`src/rtl/uart_bus_sequencer.sv`:
```
// Register-bus master for the UART peripheral: turns send requests into data/control
// writes and polls for received bytes. Define SEQ_RX_ECHO_EN to echo RX bytes back out.
module uart_bus_sequencer #(
    parameter int POLL_GAP   = 16,
    parameter int TX_TIMEOUT = 1_000_000
) (
    input  logic        clk,
    input  logic        rst,
    input  logic [7:0]  tx_byte_i,
    input  logic        send_i,
    output logic        busy_o,
    output logic [7:0]  rx_byte_o,
    output logic        rx_valid_o,
    output logic        err_o,
    output logic        wr_o,
    output logic        reg_sel_o,
    output logic        addr_o,
    output logic [31:0] entrada_o,
    input  logic [31:0] salida_i
);
    localparam int TW = (TX_TIMEOUT > 1) ? $clog2(TX_TIMEOUT + 1) : 1;
    localparam int GW = (POLL_GAP > 1) ? $clog2(POLL_GAP + 1) : 1;
    localparam logic [TW-1:0] TMR_LAST = TW'(TX_TIMEOUT - 1);
    localparam logic [GW-1:0] GAP_LAST = GW'(POLL_GAP - 1);

    localparam logic [2:0] S_IDLE    = 3'd0;
    localparam logic [2:0] S_WR_DATA = 3'd1;
    localparam logic [2:0] S_WR_CTRL = 3'd2;
    localparam logic [2:0] S_POLL_TX = 3'd3;
    localparam logic [2:0] S_GAP_TX  = 3'd4;
    localparam logic [2:0] S_RD_STAT = 3'd5;
    localparam logic [2:0] S_RD_DATA = 3'd6;
    localparam logic [2:0] S_CLR_RX  = 3'd7;

    logic [2:0]    state_q, state_d;
    logic          pend_q, pend_d;
    logic [7:0]    tx_q, tx_d;
    logic [7:0]    rx_byte_q, rx_byte_d;
    logic          rx_valid_q, rx_valid_d;
    logic          err_q, err_d;
    logic [TW-1:0] timer_q, timer_d, timer_inc;
    logic [GW-1:0] gap_q, gap_d;

    logic unused_salida;
    assign unused_salida = ^salida_i[31:8];

    // Timer saturates at the timeout value so a coarse poll grid cannot step over it.
    assign timer_inc = (timer_q == TMR_LAST) ? timer_q : timer_q + TW'(1);

    always_comb begin
        state_d    = state_q;
        pend_d     = pend_q;
        tx_d       = tx_q;
        rx_byte_d  = rx_byte_q;
        rx_valid_d = 1'b0;
        err_d      = err_q;
        timer_d    = timer_q;
        gap_d      = gap_q;
        wr_o       = 1'b0;
        reg_sel_o  = 1'b0;
        addr_o     = 1'b0;
        entrada_o  = 32'h0;
        case (state_q)
            S_IDLE: begin
                if (pend_q || send_i) begin
                    state_d = S_WR_DATA;
                    pend_d  = 1'b0;
                    if (send_i) tx_d = tx_byte_i;
                end else if (gap_q == GAP_LAST) begin
                    state_d = S_RD_STAT;
                end else begin
                    gap_d = gap_q + GW'(1);
                end
            end
            S_WR_DATA: begin
                wr_o      = 1'b1;
                reg_sel_o = 1'b1;
                entrada_o = {24'h0, tx_q};
                state_d   = S_WR_CTRL;
            end
            S_WR_CTRL: begin
                wr_o      = 1'b1;
                entrada_o = 32'h1;
                timer_d   = '0;
                state_d   = S_POLL_TX;
            end
            S_POLL_TX: begin
                timer_d = timer_inc;
                if (!salida_i[0]) begin
                    state_d = S_IDLE;
                    gap_d   = '0;
                end else if (timer_q == TMR_LAST) begin
                    err_d   = 1'b1;
                    state_d = S_IDLE;
                    gap_d   = '0;
                end else begin
                    state_d = S_GAP_TX;
                    gap_d   = '0;
                end
            end
            S_GAP_TX: begin
                timer_d = timer_inc;
                if (gap_q == GAP_LAST) state_d = S_POLL_TX;
                else                   gap_d   = gap_q + GW'(1);
            end
            S_RD_STAT: begin
                if (salida_i[1]) begin
                    state_d = S_RD_DATA;
                end else begin
                    state_d = S_IDLE;
                    gap_d   = '0;
                end
            end
            S_RD_DATA: begin
                reg_sel_o  = 1'b1;
                addr_o     = 1'b1;
                rx_byte_d  = salida_i[7:0];
                rx_valid_d = 1'b1;
                state_d    = S_CLR_RX;
            end
            default: begin
                wr_o    = 1'b1;
                state_d = S_IDLE;
                gap_d   = '0;
`ifdef SEQ_RX_ECHO_EN
                if (!pend_q && !send_i) begin
                    pend_d = 1'b1;
                    tx_d   = rx_byte_q;
                end
`endif
            end
        endcase
        // Requests outside IDLE park in the one-deep pending slot; the newest byte wins.
        if (send_i && state_q != S_IDLE) begin
            pend_d = 1'b1;
            tx_d   = tx_byte_i;
        end
    end

    always_ff @(posedge clk or negedge rst) begin
        if (!rst) begin
            state_q    <= S_IDLE;
            pend_q     <= 1'b0;
            tx_q       <= 8'h0;
            rx_byte_q  <= 8'h0;
            rx_valid_q <= 1'b0;
            err_q      <= 1'b0;
            timer_q    <= '0;
            gap_q      <= '0;
        end else begin
            state_q    <= state_d;
            pend_q     <= pend_d;
            tx_q       <= tx_d;
            rx_byte_q  <= rx_byte_d;
            rx_valid_q <= rx_valid_d;
            err_q      <= err_d;
            timer_q    <= timer_d;
            gap_q      <= gap_d;
        end
    end

    assign busy_o     = pend_q || !(state_q == S_IDLE || state_q == S_RD_STAT ||
                                    state_q == S_RD_DATA || state_q == S_CLR_RX);
    assign rx_byte_o  = rx_byte_q;
    assign rx_valid_o = rx_valid_q;
    assign err_o      = err_q;
endmodule

```
`config.mk`:
```
export PLATFORM = sky130hd
export DESIGN_NAME = uart_bus_sequencer
export DESIGN_NICKNAME = d
export VERILOG_FILES = /design/src/rtl/uart_bus_sequencer.sv
export SDC_FILE = /design/constraint.sdc
export NUM_CORES = 1
export LEC_CHECK = 0
export BUFFER_PORTS_ARGS = -buffer_cell sky130_fd_sc_hd__buf_2
export CORE_AREA = 5 5 91 93
export CTS_CLUSTER_SIZE = 14
export DETAILED_ROUTE_END_ITERATION = 10
export DIE_AREA = 0 0 96 98
export GPL_TIMING_DRIVEN = 0
export SYNTH_ARGS = -nofsm -noshare
export SYNTH_HDL_FRONTEND = slang
export SYNTH_SLANG_ARGS = --single-unit
```
`constraint.sdc`:
```
create_clock -name clk -period 4.8 [get_ports clk]
set_clock_uncertainty 0.2 [all_clocks]
set_input_delay 0.48 -clock clk [delete_from_list [all_inputs] [get_ports clk]]
set_output_delay 0.48 -clock clk [all_outputs]
set_load 0.03 [all_outputs]
```
After elaboration in Yosys (flattened, before gate mapping)

Cells that the tools add are included.

Bits in registers: 47
Input port bits: 43
Output and inout port bits: 46
Word-level logic and storage cells: 72

$add $sub $neg: 2
Eq/ne operators: 14
Mux-type cells: 24
Bitwise logic cells: 1
Reductions and logical operators: 23

Operators with widths:

| cell                  | count |
|---|---|
| $pmux 20 s2           | 1 |
| $mux 8                | 4 |
| $pmux 3 s7            | 1 |
| $add 20x1->20 const B | 1 |
| $eq 20x20->1 const B  | 1 |
| $mux 20               | 1 |
| $pmux 5 s4            | 1 |
| $mux 3                | 6 |
| $pmux 8 s2            | 1 |
| $mux 5                | 3 |
| $eq 3x3->1 const B    | 4 |
| $reduce_and 3->1      | 3 |
| $ne 2x2->1 const B    | 4 |
| $reduce_bool 2->1     | 4 |
| $eq 3x2->1 const B    | 2 |
| $mux 1                | 6 |
| $reduce_and 2->1      | 3 |
| $add 5x1->5 const B   | 1 |
| $eq 5x4->1 const B    | 1 |
| $logic_or 1x1->1      | 5 |
| $reduce_or 5->1       | 1 |
| $reduce_or 2->1       | 2 |
| $eq 3x1->1 const B    | 1 |
| $logic_not 3->1       | 1 |
| 6 further kinds       | 6 |

Longest topological paths before layout

Gate-level depths: netlist (run 1).

Word-level depth: 6
Gate-level depth with buffers: 8
Depth with buffers taken out: 8

Worst setup path after synthesis (run 1)

No wires, ideal clock.

Path type: register to output
From: register state_q[1]
To: output reg_sel_o
Arrival: 1.746 ns
Data required time: 4.120 ns
Setup slack: 2.374 ns
Cell stages (with the launch flop): 5
Buffers on the path: 1
Cell sequence: dfrtp_1 clkbuf_1 nand3b_1 clkinv_1 or2_2

Longest elaborated chain between the ends: 3
Elaborated cells between the ends (all ways): 4
Those cells by class: 2 x eq/ne; 1 x mux; 1 x reduce/logical

RTL lines:

| item                                            | RTL line | source |
|---|---|---|
| start: declaration                              | 35       | `logic [2:0] state_q, state_d;` |
| start signal: assignment                        | 151      | `state_q <= state_d;` |
| $eq 3x3->1 / $eq 3x1->1 (equally long branches) | 63       | `case (state_q)` |
| $reduce_or 2->1 (no source line) (*)            | n/a      |  |
| $mux 1 (*)                                      | 63       |  |
| end: declaration                                | 16       | `output logic reg_sel_o,` |

Every way passes the cells marked *; elsewhere a longest branch is shown, timed or not.

Final worst setup path (run 1)

Same ends and word-level chain as after synthesis.

==> flow_metrics.tcl, run 1 <==
set metrics [dict create \
    num_antenna_cells 0 \
    hold_buffers 0 \
    worst_setup_path_start_kind "register" \
    avgRoutedWirePerCell_um 11.6 \
    io_pins 89 \
    ff2ff_path_depth 8 \
    cap_violations 0 \
    wl_um 5070 \
    outcome "complete, no violations" \
    fp.dieW_um 96 \
    worst_pin_slew_ns 1.07 \
    p_per_area_nw_per_um2 482 \
    synth_cells 264 \
    first_pass_iters 4 \
    final_cell_mix "dfrtp_1 (47), buf_2 (40), nand2_1 (39), buf_4 (24), conb_1 (24)" \
    synth.cell_area_um2 2520 \
    insertion_delay_ns 0.30 \
    ys_async_sr_fraction 1.00 \
    finish.utilization 0.410 \
    fin_crit_sh 0.600 \
    drv_slew 0 \
    core_area_um2 7450 \
    drc 0 \
    postRouteAntennaNets 0 \
    worst_ep_arrival_time_ns 2.20 \
    synth_cell_type_count 48 \
    irDropWorstVdd_mv 0.264 \
    fillers 780 \
    cts.sinks 47 \
    hold_path.class "in -> reg" \
    crit_required_ns 4.12 \
    initial_utilization 0.339 \
    cts.clk_slew.worst_paths_ns 0.09 \
    cts_root_buf "clkbuf_8" \
    row_count 32 \
    cp_max_fo 10 \
    final_common_cell "dfrtp_1" \
    cts_max_level 2 \
    dpl.hpwl_um 3780 \
    finalSetupViolCount 0 \
    cts_setup_buffers 0 \
    area_growth_pct 20.9 \
    whs_path_depth 3 \
    drive_above_1_share 0.257 \
    cts_resized 0 \
    tns_ns 0 \
    syn_avg_cell_area_um2 9.56 \
    dieArea_um2 9410 \
    grt_start_max_net_pins 48 \
    ys.warnings.count 0 \
    num_vias 2010 \
    relSlewSlack 0.290 \
    cts_buffer_depth 2 \
    timing.fmax_mhz 347 \
    synth-edff-count 0 \
    ys.flop_type "dfrtp_1" \
    dieHeight_um 98 \
    p_leak_nw 1.48 \
    vias_per_cell 4.61 \
    drt_iter0_drc 68 \
    portBuffers 39 \
    ys_seq_area_frac 0.466 \
    worstSetupPathType "reg -> out" \
    rsz0062_at_grt "no" \
    post-place-ws_ns 2.21 \
    ys_ff_latch 47 \
    grt_pass1_vias 1970 \
    antenna_found_initial 0 \
    gp_congestion 0.763 \
    grt-ovfl-total 0 \
    fin_crit_ns 2.88 \
    layout_setup_ws_ns 1.92 \
    hold_viol_final 0 \
    grt_pass1_wl_um 8870 \
    grt_usage 0.116 \
    cts_tree "built" \
    endpoint_kind "primary output" \
    nets 379 \
    cts_buffers 5 \
]
logic make-up (layout without fill, tap and decap cells):
kind of cell    count (synthesis)  in the layout  share of synthesized area
simple gates                  117            117                      0.235
flops                          47             47                      0.466
compound gates                 39             39                      0.105
buf+inv                        33             80                     0.0852
xor+xnor                       14             14                     0.0486
mux                            10             10                     0.0441
fa+ha+maj                       3              3                     0.0149
other cells                     1             24                    0.00149
layout make-up:
| type | count | area, um2 | area share |
|---|---|---|---|
| plain buffers | 30 | 204 | 0.0668 |
| clock buffers | 6 | 82.6 | 0.0271 |
| clock inverters | 2 | 35.0 | 0.0115 |
| inverters | 3 | 11.3 | 0.00369 |
| multi-input cells | 207 | 1220 | 0.400 |
| flip-flops and latches | 47 | 1180 | 0.385 |
| well taps | 102 | 128 | 0.0418 |
| repair buffers | 39 | 195 | 0.0640 |
flip-flops by register name (all words and copies together), names as in the netlist:
signal,flops
rx_byte_o,8
timer_q,20
tx_q,8
rx_valid_o,1
pend_q,1
gap_q,5
err_o,1
state_q,3
critical path, stage by stage (launching register included):
cell and delay (ns):
dfrtp_1 0.42, clkbuf_1 0.23, nand3b_1 0.38, clkinv_1 0.33
or2_2 0.36, buf_2 0.18
worst paths after layout:
path                                   startpoint                       end  slack, ns
setup / recovery           state_q[1]$_DFFE_PN0P_                 reg_sel_o       1.92
hold reg to reg                 err_o$_DFFE_PN0P_         err_o$_DFFE_PN0P_       0.27
min in group asynchronous                     rst      gap_q[2]$_DFFE_PN0P_       0.18
max in group asynchronous                     rst      gap_q[1]$_DFFE_PN0P_       3.56
setup reg to reg             gap_q[0]$_DFFE_PN0P_      gap_q[2]$_DFFE_PN0P_       2.48
hold / removal                        salida_i[5]  rx_byte_o[5]$_DFFE_PN0P_       0.17
metrics by stage:
step	total power, mW	hold slack, ns	cells	instance area [um2]
after floorplan	1.01	-0.0156	287	2610
after global placement	1.18	0.249	428	2930
after detailed placement	1.18	0.253	428	2930
after CTS	1.49	0.152	436	3050
after global routing	1.59	0.157	436	3050
final	1.47	0.165	436	3050
synth_stat cells, drive strengths merged, types with 3 or more instances:
cell / instances / area [um2]
ha: 3 / 37.5
o211ai: 3 / 22.5
xor2: 12 / 105
nand2: 39 / 146
nor4: 3 / 18.8
nand2b: 3 / 18.8
nor2b: 3 / 18.8
nand3: 12 / 60.1
dfrtp: 47 / 1180
clkbuf: 5 / 18.8
a21oi: 7 / 35.0
or2: 3 / 18.8
or3: 4 / 25.0
and3: 3 / 18.8
and2: 9 / 56.3
nor3: 3 / 20.0
o21ai: 13 / 65.1
o31ai: 5 / 37.5
nor2: 18 / 67.6
buf: 25 / 185
mux2: 9 / 101
nand4: 9 / 56.3
report_power, final:
part | internal [mW] | total, mW | switching, mW
combinational | 0.202 | 0.644 | 0.441
clock | 0.169 | 0.302 | 0.133
sequential | 0.473 | 0.526 | 0.0528
total | 0.844 | 1.47 | 0.627
routing by layer:
layer  wire, um  global-route usage
met2       2350               0.182
met4         91              0.0427
met5          0                   0
met1       2290               0.149
met3        339              0.0385
(Power assumes the default switching activity.)
==> run 2: changes to the inputs <==
- clock period: 4.8 -> 2.9 ns (I/O delays scaled with it)
==> run 2 against run 1 <==
  * The flow now finishes with violations (hold timing)
  * Via count is 1.2% higher
  * Hold slack got worse by 0.18 ns
  * Final area rose by 2.0%
  * Final cell count up 1.4%
  * Sequential power is 65% higher
  * Global-route usage up 0.33 points
  * Worst setup slack got worse by 1.7 ns
  * Power grew 66%
  * Largest cell class unchanged
  * Highest routed layer unchanged
==> flow_metrics.tcl, run 2 (same netlist as run 1, synthesis figures left out) <==
set metrics [dict create \
    endpoint_kind "primary output" \
    hold_viol_final 34 \
    area_growth_pct 23.2 \
    hold_path.class "in -> async" \
    fin_crit_sh 0.938 \
    final_common_cell "dfrtp_1" \
    cts_tree "built" \
    dpl.hpwl_um 3780 \
    relSlewSlack 0.289 \
    largest_register_ffs 20 \
    cpMaxStageDelayCell "dfrtp_1" \
    irDropWorstVdd_mv 0.438 \
    drv_slew 0 \
    finalSetupViolCount 0 \
    avgRoutedWirePerCell_um 11.8 \
    worst_ep_arrival_time_ns 2.23 \
    insertion_delay_ns 0.30 \
    crit_chain "clkbuf_1 -> nand3b_1 -> clkinv_1 -> or2_2 -> buf_2" \
    nets 385 \
    fp.dieW_um 96 \
    timing.hold.ws_ns -0.0154 \
    worstSetupPathType "reg -> out" \
    portBuffers 39 \
    dieArea_um2 9410 \
    antenna_found_initial 0 \
    gp_congestion 0.763 \
    ff2ff_path_depth 8 \
    top_register "timer_q" \
    cts_root_buf "clkbuf_8" \
    worst_pin_slew_ns 1.07 \
    final_cell_mix "dfrtp_1 (47), buf_2 (40), nand2_1 (39), buf_4 (24), conb_1 (24)" \
    initial_utilization 0.339 \
    cts_setup_buffers 0 \
    worstReg2RegStart "gap_q[0]$_DFFE_PN0P_" \
    first_pass_iters 4 \
    fin_crit_ns 2.72 \
    p_leak_nw 1.50 \
    postRouteAntennaNets 0 \
    cts_buffers 5 \
    tns_ns 0 \
    dieHeight_um 98 \
    finish.utilization 0.418 \
    instances_no_fill 442 \
    cts_max_level 2 \
    num_antenna_cells 0 \
    p_per_area_nw_per_um2 786 \
    violations "hold timing" \
    drt_iter0_drc 92 \
    outcome "finished, violations left" \
    ff2ff_setup_slack_ns 0.57 \
    slowest_delay_ns 0.44 \
    grt_pass1_vias 2002 \
    worst_setup_path_start_kind "register" \
    num_vias 2035 \
    cts.sinks 47 \
    crit_required_ns 2.41 \
    wl_um 5210 \
    r2r_end "gap_q[2]$_DFFE_PN0P_" \
    drc 0 \
    io_pins 89 \
    cap_violations 0 \
    stdcell_area_um2 3110 \
    cts_resized 0 \
    vias_per_cell 4.60 \
    cts_buffer_depth 2 \
    rsz0062_at_grt "no" \
    cp_max_fo 10 \
    grt-ovfl-total 0 \
    row_count 32 \
    core_area_um2 7450 \
    drive_above_1_share 0.253 \
    placed_area_um2 2930 \
    timing.fmax_mhz 368 \
    grt_usage 0.120 \
    cts.clk_slew.worst_paths_ns 0.09 \
    place_inst 428 \
    grt_pass1_wl_um 9110 \
    grt_start_max_net_pins 48 \
]
## run 2: cell count changes in the layout (fill, tap and decap cells not counted)
cell,change
dlygate4sd3_1,+6
## run 2: stage by stage
step | setup WS, ns | power [mW]
floorplan | 0.664 | 1.68
global placement | 0.520 | 1.95
detailed placement | 0.497 | 1.96
CTS | 0.164 | 2.47
global route | 0.00970 | 2.63
finish | 0.181 | 2.45
## run 2: repair_timing
item / CTS / global route
hold buffers: 6 / 0
hold endpoints to repair: 6 / 0
endpoints found under the setup margin: 0 / 0
## run 2: cell type report
cell class              instances  area [um2]
repair buffers                 45         255
plain buffers                  30         204
well taps                     102         128
clock inverters                 2        35.0
clock buffers                   6        82.6
inverters                       3        11.3
fillers                       777        4340
flip-flops and latches         47        1180
multi-input cells             207        1220
## run 2: worst max-delay path by stage
| stage | depth (start not counted) | to | slack [ns] | startpoint |
|---|---|---|---|---|
| after global placement | 5 | reg_sel_o | 0.52 | state_q[1]$_DFFE_PN0P_ |
| after floorplan | 4 | reg_sel_o | 0.66 | state_q[1]$_DFFE_PN0P_ |
| final | 5 | reg_sel_o | 0.18 | state_q[2]$_DFFE_PN0P_ |
| after CTS | 5 | reg_sel_o | 0.16 | state_q[1]$_DFFE_PN0P_ |
| after global routing | 5 | reg_sel_o | 0.01 | state_q[2]$_DFFE_PN0P_ |
| after detailed placement | 5 | reg_sel_o | 0.50 | state_q[1]$_DFFE_PN0P_ |
## run 2: report_power, final
group | internal, mW | switching, mW | leakage, nW
sequential | 0.783 | 0.0870 | 0.611
clock | 0.279 | 0.224 | 0.0612
combinational | 0.340 | 0.733 | 0.829
total | 1.40 | 1.04 | 1.50
## run 2: worst max-delay path: cells and delay by family (launching register included)
kind,cells,cell delay [ns]
buf+inv,3,0.76
flops,1,0.44
simple gates,2,0.74
## run 2: per-layer routing
layer,global-route usage,up-vias,part of all wire
met5,0,-,0
met4,0.0427,0,0.017
met3,0.0385,7,0.067
met2,0.189,53,0.47
met1,0.153,951,0.45
li1,-,1024,-
==> run 3: changes to the inputs <==
- CORE_AREA: 5 5 91 93 -> 5 5 78 80
- DIE_AREA: 0 0 96 98 -> 0 0 83 85
- PLACE_DENSITY: not set -> 0.77
==> run 3 against run 2 <==
  * The run still ends with hold timing left
  * Power grew 2.7%
  * Core utilization up 16 points
  * Sequential share of layout area up 0.23 points
  * Fmax grew 0.70%
  * Register-to-register slack got worse by 0.03 ns
  * Sequential power grew 0.5%
  * Global-route usage increased by 3.5 points
  * Final cell count down 6.8%
  * First-iteration DRC count is 75% higher
  * Critical path depth unchanged
  * Clock power rose by 12%
==> flow_metrics.tcl, run 3 (same netlist as run 1, synthesis figures left out) <==
set metrics [dict create \
    switching_share 0.416 \
    area_growth_pct 22.5 \
    cts_root_buf "clkbuf_8" \
    worst_pin_slew_ns 1.03 \
    vias_per_cell 4.96 \
    final_cell_mix "dfrtp_1 (47), buf_2 (40), nand2_1 (39), buf_4 (24), conb_1 (24)" \
    insertion_delay_ns 0.30 \
    crit_required_ns 2.41 \
    worst_setup_path_start_kind "register" \
    first_pass_iters 4 \
    num_antenna_cells 0 \
    crit_chain "clkbuf_1 -> nand3b_1 -> clkinvlp_4 -> or2_2 -> buf_2" \
    antenna_found_initial 0 \
    cts_max_level 2 \
    dpl.hpwl_um 3740 \
    cts.sinks 47 \
    fp.dieW_um 83 \
    cpMaxStageDelayCell "dfrtp_1" \
    cp_max_fo 10 \
    timing.fmax_mhz 370 \
    relSlewSlack 0.317 \
    gp_congestion 0.840 \
    grt_pass1_vias 2029 \
    nets 385 \
    postRouteAntennaNets 0 \
    portBuffers 39 \
    p_per_area_nw_per_um2 813 \
    core_area_um2 5340 \
    fillers 494 \
    io_pins 89 \
    dieHeight_um 85 \
    clock_power_share 0.223 \
    outcome "finished, violations left" \
    instances_no_fill 412 \
    violations "hold timing" \
    timing.hold.ws_ns -0.0432 \
    grt_usage 0.155 \
    comb_power_share 0.429 \
    worst_ep_arrival_time_ns 2.21 \
    grt_start_max_net_pins 48 \
    hold_path.class "in -> async" \
    rsz0062_at_grt "no" \
    drt_iter0_drc 161 \
    grt-ovfl-total 0 \
    worstSetupPathType "reg -> out" \
    hold_viol_final 47 \
    power.switching_mw 1.05 \
    cts_buffers 5 \
    num_vias 2042 \
    cts.clk_slew.worst_paths_ns 0.09 \
    final_common_cell "dfrtp_1" \
    dieArea_um2 7060 \
    drc 0 \
    place_inst 398 \
    cts_buffer_depth 2 \
    fin_crit_sh 0.931 \
    grt_pass1_wl_um 9140 \
    cap_violations 0 \
    top_register "timer_q" \
    endpoint_kind "primary output" \
    row_count 27 \
    finalSetupViolCount 0 \
    p_int_mw 1.47 \
    drv_slew 0 \
    irDropWorstVdd_mv 0.462 \
    avgRoutedWirePerCell_um 12.5 \
    wl_um 5140 \
    drive_above_1_share 0.253 \
    cp_num_buf_inv 3 \
    slowest_delay_ns 0.44 \
    cts_setup_buffers 0 \
    seqPwrFrac 0.347 \
    cts_tree "built" \
    largest_register_ffs 20 \
    tns_ns 0 \
    p_leak_nw 1.50 \
    initial_utilization 0.473 \
    fin_crit_ns 2.70 \
    cp_top_family "simple AND/OR/NAND/NOR gates" \
]
==> run 3: cell types whose count changed in the layout (fill, tap and decap cells not counted) <==
cell,change
bufinv_16,+1
clkbuf_1,+1
clkbuf_8,-1
clkinv_1,-1
clkinv_2,-1
clkinvlp_4,+1
==> run 3: layout make-up <==
type / count / area [um2] / area share
sequential: 47 / 1180 / 0.380
clock inverter: 2 / 60.1 / 0.0194
inverter: 3 / 15.0 / 0.00485
tap: 72 / 90.1 / 0.0291
timing repair buffer: 45 / 255 / 0.0825
clock buffer: 6 / 72.6 / 0.0235
multi-input combinational: 207 / 1220 / 0.394
buffer: 30 / 204 / 0.0659
==> run 3: worst reg2reg max path, delay by kind of cell, from the launching register on <==
family,cells,cell delay [ns]
AO/OA/AOI/OAI,3,1.04
AND/OR/NAND/NOR,2,0.41
flip-flops,1,0.41
adder cells (fa/ha/maj),1,0.23
==> run 3: stage by stage <==
stage	worst slack (ns)	util	hold WS (ns)	power [mW]	instance area (um2)
2_1_floorplan	0.664	-	-0.206	1.68	2610
3_3_place_gp	0.551	0.543	0.249	1.93	2900
3_5_place_dp	0.522	0.543	0.253	1.96	2900
4_1_cts	0.200	0.579	0.00755	2.52	3090
5_1_grt	0.0124	0.579	0.00359	2.69	3090
6_report	0.200	0.579	-0.0432	2.51	3090
==> run 3: power by group through the flow <==
| stage | sequential, mW | clock [mW] | combinational, mW |
|---|---|---|---|
| after CTS | 0.871 | 0.570 | 1.08 |
| after global placement | 0.880 | 0 | 1.05 |
| after detailed placement | 0.882 | 0 | 1.07 |
| after global routing | 0.893 | 0.603 | 1.19 |
| after floorplan | 0.990 | 0 | 0.686 |
| final | 0.874 | 0.562 | 1.08 |
==> run 3: final timing paths <==
| path | from | to | slack (ns) | depth (start not counted) |
|---|---|---|---|---|
| max | state_q[2]$_DFFE_PN0P_ | reg_sel_o | 0.20 | 5 |
| min | rst | gap_q[3]$_DFFE_PN0P_ | -0.04 | 1 |
| max reg2reg | timer_q[0]$_DFFE_PN0P_ | timer_q[12]$_DFFE_PN0P_ | 0.54 | 6 |
| min reg2reg | err_o$_DFFE_PN0P_ | err_o$_DFFE_PN0P_ | 0.27 | 1 |
| max in group asynchronous | rst | timer_q[16]$_DFFE_PN0P_ | 1.90 | 1 |
| min in group clk | tx_byte_i[4] | tx_q[4]$_DFFE_PN0P_ | 0.02 | 2 |
==> run 3: repair_timing <==
item / in CTS / in global routing
setup endpoints to repair: 0 / 1
hold buffers: 6 / 0
endpoints found under the hold margin: 6 / 0
resized for setup: 0 / 1
==> run 3: layer usage <==
metal	wire length (um)	share of wire	track usage	up-vias
met3	293	0.057	0.0495	12
met5	0	0	0	-
li1	-	-	-	1023
met1	2140	0.42	0.183	951
met2	2590	0.50	0.264	56
met4	108	0.021	0.0609	0
